## config.mk

```make
export PLATFORM = sky130hd
export DESIGN_NAME = pipreg_if_id_queue
export DESIGN_NICKNAME = d
export VERILOG_FILES = /design/src/rtl/pipreg_if_id_queue.sv
export SDC_FILE = /design/constraint.sdc
export NUM_CORES = 1
export LEC_CHECK = 0
export ABC_AREA = 1
export CORE_MARGIN = 2
export CORE_UTILIZATION = 30
export DETAILED_ROUTE_END_ITERATION = 12
export DONT_BUFFER_PORTS = 1
export PLACE_DENSITY = 0.42
export REMOVE_ABC_BUFFERS = 1
export SLEW_MARGIN = 20
export SYNTH_ARGS = -nofsm -noshare
export SYNTH_HDL_FRONTEND = slang
export SYNTH_SLANG_ARGS = --single-unit
```

## constraint.sdc

```tcl
create_clock -name clk -period 4.25 [get_ports clk]
set_input_delay 0.2125 -clock clk [delete_from_list [all_inputs] [get_ports clk]]
set_output_delay 0.2125 -clock clk [all_outputs]
set_load 0.05 [all_outputs]
```

## src/rtl/pipreg_if_id_queue.sv

```systemverilog
// ---------------------------------------------------------------------------
// pipreg_if_id_queue
//   DEPTH-entry instruction queue between fetch (IF) and decode (ID).
//   The head entry is presented with pre-extracted decode fields. An empty or
//   cleared queue presents a NOP bubble with zeroed fields.
//
// Ports
//   clk, rst          clock, asynchronous active-high reset
//   address_rst,flush synchronous clear (both have the same effect)
//   in_valid/in_ready fetch-side handshake; PC_added, Icache_out payload
//   out_valid/out_ready decode-side handshake
//   PC_added_ID, instruction, Read_addr_1_ID, Read_addr_2_ID,
//   write_addr_ID, csr_addr_ID, imm_in   head fields (gated by out_valid)
//   count             current occupancy
// ---------------------------------------------------------------------------
module pipreg_if_id_queue #(
   parameter int unsigned       DATA_W    = 32,
   parameter int unsigned       DEPTH     = 4,
   parameter logic [DATA_W-1:0] NOP_INSTR = DATA_W'(32'h0000_0013)
) (
   input  logic                           clk,
   input  logic                           rst,
   input  logic                           address_rst,
   input  logic                           flush,
   input  logic                           in_valid,
   output logic                           in_ready,
   input  logic [DATA_W-1:0]              PC_added,
   input  logic [DATA_W-1:0]              Icache_out,
   input  logic                           out_ready,
   output logic                           out_valid,
   output logic [DATA_W-1:0]              PC_added_ID,
   output logic [DATA_W-1:0]              instruction,
   output logic [4:0]                     Read_addr_1_ID,
   output logic [4:0]                     Read_addr_2_ID,
   output logic [4:0]                     write_addr_ID,
   output logic [11:0]                    csr_addr_ID,
   output logic [DATA_W-1:0]              imm_in,
   output logic [$clog2(DEPTH+1)-1:0]     count
);

   localparam int unsigned AW = $clog2(DEPTH);
   localparam int unsigned CW = $clog2(DEPTH+1);

   typedef struct packed {
      logic [DATA_W-1:0] pc;
      logic [DATA_W-1:0] instr;
   } entry_t;

   entry_t        mem_q [DEPTH];
   logic [AW-1:0] wr_ptr_q, wr_ptr_d;
   logic [AW-1:0] rd_ptr_q, rd_ptr_d;
   logic [CW-1:0] count_q, count_d;
   logic          clear, enq, deq;
   entry_t        head;

   // Handshake status depends only on registered occupancy (no out_ready -> in_ready path)
   assign in_ready  = (count_q < CW'(DEPTH));
   assign out_valid = (count_q != '0);
   assign clear     = flush | address_rst;
   assign enq       = in_valid & in_ready;
   assign deq       = out_valid & out_ready;

   // Next-state for pointers and occupancy; clear overrides any transfer
   always_comb begin
      wr_ptr_d = wr_ptr_q;
      rd_ptr_d = rd_ptr_q;
      count_d  = count_q;
      if (clear) begin
         wr_ptr_d = '0;
         rd_ptr_d = '0;
         count_d  = '0;
      end else begin
         if (enq) wr_ptr_d = wr_ptr_q + AW'(1);
         if (deq) rd_ptr_d = rd_ptr_q + AW'(1);
         unique case ({enq, deq})
            2'b10:   count_d = count_q + CW'(1);
            2'b01:   count_d = count_q - CW'(1);
            default: count_d = count_q;
         endcase
      end
   end

   // Control state
   always_ff @(posedge clk or posedge rst) begin
      if (rst) begin
         wr_ptr_q <= '0;
         rd_ptr_q <= '0;
         count_q  <= '0;
      end else begin
         wr_ptr_q <= wr_ptr_d;
         rd_ptr_q <= rd_ptr_d;
         count_q  <= count_d;
      end
   end

   // Storage: contents are don't-care after reset, so no reset branch
   always_ff @(posedge clk) begin
      if (enq && !clear) begin
         mem_q[wr_ptr_q] <= '{pc: PC_added, instr: Icache_out};
      end
   end

   // Head decode, gated so an empty queue shows the NOP bubble
   assign head = mem_q[rd_ptr_q];

   always_comb begin
      PC_added_ID    = '0;
      instruction    = NOP_INSTR;
      Read_addr_1_ID = '0;
      Read_addr_2_ID = '0;
      write_addr_ID  = '0;
      csr_addr_ID    = '0;
      imm_in         = '0;
      if (out_valid) begin
         PC_added_ID    = head.pc;
         instruction    = head.instr;
         Read_addr_1_ID = head.instr[19:15];
         Read_addr_2_ID = head.instr[24:20];
         write_addr_ID  = head.instr[11:7];
         csr_addr_ID    = head.instr[31:20];
         imm_in         = head.instr;
      end
   end

   assign count = count_q;

endmodule

```

==> impl_metrics.tcl <==
set metrics [dict create \
    startpoint_type "flop" \
    synth_ff_type "edfxtp_1" \
    cts_buffer_depth 3 \
    synth_area_leaders "edfxtp_1 71%, nor2_1 8.9%, o21ai_0 5.6%" \
    hold_path_class "in2reg" \
    clkSinkCount 263 \
    rsz0062_at_grt "no" \
    finalHoldViolations 0 \
    syn_area_mm2 0.0108 \
    finalWirelength_mm 25.9 \
    grt-ovfl-total 0 \
    period_share 0.806 \
    grt_max_degree 65 \
    antenna_left 0 \
    leakagePower_nw 4.47 \
    max_cap_viol_count 0 \
    fin_nets 1023 \
    area_growth_pct 21.7 \
    maxSlewHeadroom 0.254 \
    cp_slowest_cell "a21oi_4" \
    endpoint_kind "output pin" \
    cp_slowest_stage_delay_ps 970 \
    power.density_mw_per_mm2 426 \
    crit_buf_inv 1 \
    setup_viol 0 \
    grt_pass1_vias 6735 \
    dieArea_mm2 0.0375 \
    grt_pass1_wl_mm 39.8 \
    die_w_um 194 \
    rows 69 \
    crit_chain "buf_4, nor2_1, nor2_1, o21ai_0, a21oi_4" \
    initial_core_util 0.304 \
    clockRootBuffer "clkbuf_16" \
    drive_above_1_share 0.151 \
    worstPathMaxFanout 60 \
    avgRoutedWirePerCell_um 18.1 \
    die_h_um 194 \
    synth_edf_count 256 \
    yosys.area.top_type "edfxtp_1" \
    globalRouteTotalUtil 0.136 \
    viasPerCell 4.57 \
    yosysSeqAreaShare 0.728 \
    yosysWarnings 0 \
    ys_ff_latch 263 \
    io_buffers 0 \
    rr_worst_depth 9 \
    worstMarginPinSlew_ps 1120 \
    cp_data_required_time_ps 4040 \
    synth_commonest_cells "256 x edfxtp_1, 256 x nor2_1, 121 x o21ai_0" \
    reg2reg_to "count[2]" \
    num_vias 6540 \
    syn_inst 877 \
    worstSkewPairLatency_ps 540 \
    gp_congestion 0.671 \
    synthArstFlopShare 0.0266 \
    fin_crit_ps 3430 \
    arrival_ps 3210 \
    crit_type "reg2out" \
    antenna_found_initial 1 \
    rrSetupSlack_ps 1640 \
    outcome "completed" \
    core_mm2 0.0355 \
    skew_ps 6.15 \
    dp_cells 1308 \
    clkTransAtPathRegs_ps 50 \
    instances_no_fill 1430 \
    vdd_drop_max_uv 293 \
    htreeDepth 1 \
    drtIter0Drc 309 \
    holdCritStartpoint "out_ready" \
    dp_hpwl_mm 14.4 \
    min_path_cells 3 \
    cts_resized 0 \
    worstHoldEndpoint "count[2]" \
    cpMostUsedCell "nor2_1" \
    synth_top_cell_area_share 0.712 \
    hold-worst-slack_ps 28.5 \
    postSynthAreaPerCell_um2 12.3 \
    cts_tree "done" \
    cts_inserted_buffers 29 \
    setup_tns_ps 0 \
    reg2reg_from "count[2]" \
    final_max_slew_viol_count 0 \
    max_freq_mhz 292 \
    drc 0 \
    crit_family "compound AO/OA/AOI/OAI gates" \
    ios 198 \
    synth.distinct_cells 22 \
    first_pass_iters 4 \
]
## cells in the final DEF (no fill, tap or decap), drive strengths merged, types with 2 or more instances in the layout
master,synthesis,final
inv,18,18
clkinv,0,12
nand2,28,28
dfrtp,7,7
diode,0,2
buf,86,74
clkbuf,18,38
a21oi,66,66
dlygate4sd3,0,70
ha,4,4
nor2,256,256
a32o,3,3
edfxtp,256,256
nand3,6,6
o21ai,125,125
## flip-flops by register name, summed over array words and instances (netlist names)
register / count
wr_ptr_q: 2
rd_ptr_q: 2
count: 3
mem_q: 256
## stage by stage
| stage | instance area (um^2) | total power, W | utilization | setup WS, ps |
|---|---|---|---|---|
| after floorplan | 10100 | 0.00326 | - | -1870 |
| after global placement | 11600 | 0.00339 | 0.328 | 1330 |
| after detailed placement | 11600 | 0.00340 | 0.328 | 1340 |
| after CTS | 13100 | 0.00569 | 0.370 | 760 |
| after global routing | 13100 | 0.00581 | 0.370 | 638 |
| final | 13100 | 0.00560 | 0.370 | 824 |
## worst max path at each step
stage | from | end | cells past startpoint
after detailed placement | count[2] | instruction[22] | 6
final | rd_ptr_q[0] | instruction[18] | 5
after global routing | rd_ptr_q[0] | instruction[18] | 5
after CTS | count[2] | instruction[22] | 6
after global placement | rd_ptr_q[0] | imm_in[18] | 5
after floorplan | rd_ptr_q[0] | Read_addr_2_ID[0] | 3
## cell type report
class | instances | area, um^2
Timing Repair Buffer | 144 | 1330
Clock buffer | 38 | 759
Clock inverter | 12 | 48.8
Multi-Input combinational cell | 492 | 2480
Sequential cell | 263 | 7870
Tap cell | 461 | 577
Fill cell | 3444 | 22300
Inverter | 18 | 72.6
Antenna cell | 2 | 5.00
## logic make-up after synthesis
group,count (synthesis),share of synthesized area
AOI/OAI and AO/OA,195,0.0920
adders and majority gates,5,0.00649
and+or+nand+nor,292,0.103
DFF,263,0.728
buffers and inverters,122,0.0701
## worst register-to-register path: cells and delay by family, from the launching register on
kind / cells / cell delay (ps)
DFF: 1 / 570
AOI/OAI and AO/OA: 1 / 70
and+or+nand+nor: 4 / 830
buffers and inverters: 3 / 630
adders and majority gates: 1 / 380
## power by group
group,internal (W),switching (W),leakage (nW),total (W)
clock,0.00124,0.000959,0.394,0.00219
sequential,0.00288,0.0000118,2.41,0.00289
combinational,0.000124,0.000398,1.67,0.000522
## repair_timing
item                                   in CTS  in global routing
buffers inserted                            0                  0
hold buffers                               70                  0
endpoints found under the hold margin     269                  0
## per-layer routing
| metal | global-route usage | part of all wire | up-vias |
|---|---|---|---|
| li1 | - | - | 3162 |
| met1 | 0.179 | 0.45 | 3225 |
| met2 | 0.232 | 0.48 | 122 |
| met3 | 0.0257 | 0.039 | 31 |
| met4 | 0.0345 | 0.024 | 0 |
| met5 | 0 | 0 | - |
Note: power is estimated with default switching activity, not from simulation.
